File: src/rtl/cpu_defs.sv
// Shared CPU-side definitions.
// Holds the default register-file geometry and the state encoding of the
// register readback scanner.
package cpu_defs;

  localparam int WORD_W     = 16;
  localparam int REG_ADDR_W = 4;

  typedef enum logic [1:0] {
    IDLE    = 2'd0,
    FETCH   = 2'd1,
    PRESENT = 2'd2,
    FINISH  = 2'd3
  } rb_state_e;

endpackage

File: src/rtl/reg_readback_unit.sv
// Register readback scanner.
// On start, walks first_idx..min(last_idx, NUM_REGS-1) through the register
// file's asynchronous read port and offers each word on a valid/ready stream.
// Ports:
//   clock, reset         : rising-edge clock, synchronous active-high reset
//   start                : scan request, honoured only when idle
//   first_idx, last_idx  : inclusive scan range, captured with start
//   rf_addr, rf_data     : register file read address / combinational data
//   out_data, out_idx    : captured word and its index
//   out_valid, out_ready : output handshake
//   busy                 : scanner not idle
//   done                 : one-cycle pulse at scan completion
module reg_readback_unit
  import cpu_defs::*;
#(
  parameter int WIDTH    = WORD_W,
  parameter int NUM_REGS = 16,
  parameter int ADDR_W   = REG_ADDR_W
) (
  input  logic              clock,
  input  logic              reset,
  input  logic              start,
  input  logic [ADDR_W-1:0] first_idx,
  input  logic [ADDR_W-1:0] last_idx,
  output logic [ADDR_W-1:0] rf_addr,
  input  logic [WIDTH-1:0]  rf_data,
  output logic [WIDTH-1:0]  out_data,
  output logic [ADDR_W-1:0] out_idx,
  output logic              out_valid,
  input  logic              out_ready,
  output logic              busy,
  output logic              done
);

  localparam logic [ADDR_W-1:0] MAX_IDX = ADDR_W'(NUM_REGS - 1);

  rb_state_e         state, state_nx;
  logic [ADDR_W-1:0] idx, lim, lim_c;
  logic              empty_c, accept, last_word;

  // Clamp the upper bound to the file; any first index above the clamped
  // bound (including one past the end of the file) means nothing to send.
  assign lim_c     = (last_idx > MAX_IDX) ? MAX_IDX : last_idx;
  assign empty_c   = first_idx > lim_c;
  assign accept    = out_valid && out_ready;
  assign last_word = (idx == lim);

  assign busy = (state != IDLE);
  assign done = (state == FINISH);

  always_ff @(posedge clock) begin
    if (reset) state <= IDLE;
    else       state <= state_nx;
  end

  always_comb begin
    state_nx = state;
    unique case (state)
      IDLE:    if (start) state_nx = empty_c ? FINISH : FETCH;
      FETCH:   state_nx = PRESENT;
      PRESENT: if (accept) state_nx = last_word ? FINISH : FETCH;
      FINISH:  state_nx = IDLE;
      default: state_nx = IDLE;
    endcase
  end

  // rf_addr is loaded on the way into FETCH so it already equals idx during
  // the FETCH cycle, and otherwise keeps its last value.
  always_ff @(posedge clock) begin
    if (reset) begin
      idx       <= '0;
      lim       <= '0;
      rf_addr   <= '0;
      out_data  <= '0;
      out_idx   <= '0;
      out_valid <= 1'b0;
    end else begin
      unique case (state)
        IDLE: begin
          if (start) begin
            idx <= first_idx;
            lim <= lim_c;
            if (!empty_c) rf_addr <= first_idx;
          end
        end
        FETCH: begin
          out_data  <= rf_data;
          out_idx   <= idx;
          out_valid <= 1'b1;
        end
        PRESENT: begin
          if (accept) begin
            out_valid <= 1'b0;
            // idx < lim here, so the increment cannot wrap.
            if (!last_word) begin
              idx     <= idx + ADDR_W'(1);
              rf_addr <= idx + ADDR_W'(1);
            end
          end
        end
        default: ;
      endcase
    end
  end

endmodule

File: config.mk
export PLATFORM = sky130hd
export DESIGN_NAME = reg_readback_unit
export DESIGN_NICKNAME = d
export VERILOG_FILES = /design/src/rtl/cpu_defs.sv /design/src/rtl/reg_readback_unit.sv
export SDC_FILE = /design/constraint.sdc
export NUM_CORES = 1
export LEC_CHECK = 0
export CORE_ASPECT_RATIO = 0.6
export CORE_MARGIN = 1
export CORE_UTILIZATION = 40
export CTS_CLUSTER_SIZE = 20
export DETAILED_ROUTE_END_ITERATION = 8
export PLACE_DENSITY_LB_ADDON = 0.05
export SYNTH_ARGS = -nofsm -noshare
export SYNTH_HDL_FRONTEND = slang
export SYNTH_SLANG_ARGS = --single-unit
File: constraint.sdc
create_clock -name clock -period 3.7 [get_ports clock]
set_input_delay 1.11 -clock clock [delete_from_list [all_inputs] [get_ports clock]]
set_output_delay 1.11 -clock clock [all_outputs]
set_load 0.02 [all_outputs]
==> results.md <==
* Final Cycle Share at 0.762
* Via count of the first global-routing pass at 1,324
* Placed cells at around 280
* Share of layout cells above drive strength 1 at 0.0700
* Skew-Pair Late Insertion Delay at ~0.28 ns
* FF+latch count, synth at 35
* Relative slew margins at 0.508
* Run status: completed
* Switching fraction of total power at 0.288
* Initial antenna violation count at 0
* Async SR Flop Fraction at 0
* CTS Buf Count at 5
* Final WL at 3.85 mm
* Synth Warn # at 0
* Slew of the pin with the lowest slew margin at 0.738 ns
* DRC violations left at 0
* Cell count after synthesis at 190
* Max-Cap Viols at 0
* Hold WC Path Type: reg -> reg
* CP arrival at slightly above 3 ns
* Initial Utilization at 0.429
* Worst-path fanout max at 10
* Leakage at 0.845 nW
* Final cell count without fillers at 290
* Die Ht at 51.1 um
* Tot GR Track Use at 0.191
* Comb pwr share at 0.249
* Worst Skew at between 0.008 and 0.009 ns
* Switch Pwr at about 300 uW
* Top Metal Used: met4
* Input/output buffers at 54
* Dpl hpwl at 2.84 mm
* Largest net degree at the start of global routing at 22
* Core area at about 0.0037 mm^2
* H-tree lvl count at 2
* Pins Over Slew Limit at 0
* Int Power at about 750 uW
* Synth-to-Final Area Change at 41.6%
* Clk pwr share at 0.335
* CTS resizes at 0
* Postcts setup bufs at 0
* CTS tree: done
* RD Place Congestion at approximately 0.85
* 1st-pass router iterations at 4
* Synth Net Count at 223
* CTS root buf: clkbuf_8
* Reg2reg setup slack at 1.74 ns
* Post-synth top area cell: dfxtp_1
* Nets at 275
* Routed length on met2 at 1.64 mm
* Num rows at 17
* Bufs on Longest Clock Path at 2
* Worst hold start: out_idx[0]$_SDFFE_PP0P_
* F_max at about 0.35 GHz
* Cell variety after synth at 36
* # IOs at 55
* Top cells by area, synth: dfxtp_1 44%, nand2_1 10%, a21oi_1 8.7%
* ANT nets after route at 0
* Sequential power share at 0.416
* Max VDD drop at roughly 280 uV
* Worst setup startpoint: last_idx[1]
* Min Tclk post-route at 2.82 ns
* Sink Count at 35
* WS Path Type: in -> reg
* Netlist Area Pre-Place at 0.00161 mm^2
* Pwr per Cell Area at 464 mW/mm^2
* Diodes inserted at 0
* Syn Area/Cell at 8.45 um^2
* Total gr overflow at 0
* Commonest non-fill, non-tap cell in the layout: clkdlybuf4s50_1
* Type of origin of the critical path: input port
* Sum of routed wire segments on met1 at 1.94 mm
* Reg2reg start: state[1]$_SDFFE_PP0P_
* Finish-stage setup viols at 0
* WL met3 at 264 um
* Via/cell ratio at between 5 and 6
* First-iteration detailed-routing DRC count at 41
* Most frequent cells in the layout: 54 x clkdlybuf4s50_1, 43 x nand2_1, 35 x dfxtp_1
* Die Area at 0.00428 mm^2
* CP required at 3.90 ns
* Post-synth EDFFs at 0
* Setup TNS after final layout at 0 ns
* Final Hold Fails at 0
* Hold buffers post-CTS at 0
* Seq/Total Area, Yosys at 0.436
* Unrepaired setup endpoints after global routing: false
* First-pass GRT wire length at 6.34 mm
* Clock slew at reported path FFs at roughly 0.070 ns
* Die X at 83.8 um
* Worst setup EP type: flop
* DR WL/cell at 13.3 um
* Yosys top cell area share at 0.436
* Vias at between 1,000 and 1,500
* Most used DFF post-synth: dfxtp_1
-- flip-flops by register name, summed over array words and instances, names as in the netlist --
register	cells
out_idx	4
out_valid	1
idx	4
out_data	16
rf_addr	4
lim	4
state	2
-- path summary, 6_finish.rpt --
check                       endpoint  depth (start not counted)
min          out_idx[0]$_SDFFE_PP0P_                          2
max reg2reg      idx[2]$_SDFFE_PP0P_                          4
max          rf_addr[1]$_SDFFE_PP0P_                          8
min reg2reg  out_idx[0]$_SDFFE_PP0P_                          2
-- power by group through the flow --
stage | clock [mW] | combinational, mW | sequential (mW)
after detailed placement | 0 | 0.263 | 0.447
after global placement | 0 | 0.255 | 0.445
final | 0.353 | 0.263 | 0.439
after global routing | 0.380 | 0.286 | 0.445
after floorplan | 0 | 0.154 | 0.460
after CTS | 0.361 | 0.264 | 0.438
-- metrics by stage --
step | utilization | total power, mW | worst slack, ns | hold WS [ns] | instance area, um^2
finish | 0.607 | 1.06 | 0.882 | 0.457 | 2270
global route | 0.607 | 1.11 | 0.798 | 0.474 | 2270
detailed placement | 0.576 | 0.710 | 0.594 | 0.448 | 2160
floorplan | - | 0.614 | 1.26 | 0.480 | 1610
CTS | 0.607 | 1.06 | 0.886 | 0.459 | 2270
global placement | 0.576 | 0.700 | 0.727 | 0.441 | 2160
-- synth_stat cells (2+ instances only) --
library cell / number
clkbuf_1: 8
dfxtp_1: 35
o21ai_0: 4
xor2_1: 2
o21ai_1: 3
xnor2_1: 3
nor3_1: 2
nand3_1: 2
or3_1: 2
nand2_1: 43
o41ai_1: 2
mux2i_1: 6
nor2_1: 11
buf_6: 3
inv_1: 6
nor2b_1: 6
nand2b_1: 2
a21oi_1: 28
ha_1: 5
-- routing by layer --
| metal | vias up | global-route usage |
|---|---|---|
| li1 | 736 | - |
| met1 | 676 | 0.256 |
| met2 | 40 | 0.301 |
| met3 | 2 | 0.0614 |
| met4 | 0 | 0.0424 |
| met5 | - | 0 |
-- worst max-delay path: stages --
cell and delay (ns):
clkdlybuf4s50_1 0.50, inv_1 0.05, ha_1 0.29, nor2b_1 0.13
o211ai_1 0.25, a21oi_4 0.15, or3_1 0.38, a21oi_1 0.15
-- layout make-up --
class / instances / area (um^2)
repair buffers: 56 / 556
well taps: 47 / 58.8
clock buffers: 6 / 82.6
fillers: 339 / 1470
clock inverters: 2 / 35.0
multi-input cells: 138 / 818
inverters: 6 / 22.5
flip-flops and latches: 35 / 701
-- cells by family (layout without fill, tap and decap cells) --
family / after synthesis / after routing / synth area share
XOR/XNOR: 6 / 6 / 0.0374
multiplexers: 7 / 7 / 0.0444
buffers and inverters: 17 / 70 / 0.0538
flip-flops: 35 / 35 / 0.436
adder cells (fa/ha/maj): 5 / 5 / 0.0390
AO/OA/AOI/OAI: 46 / 46 / 0.178
AND/OR/NAND/NOR: 74 / 74 / 0.210
(Power assumes the default switching activity.)
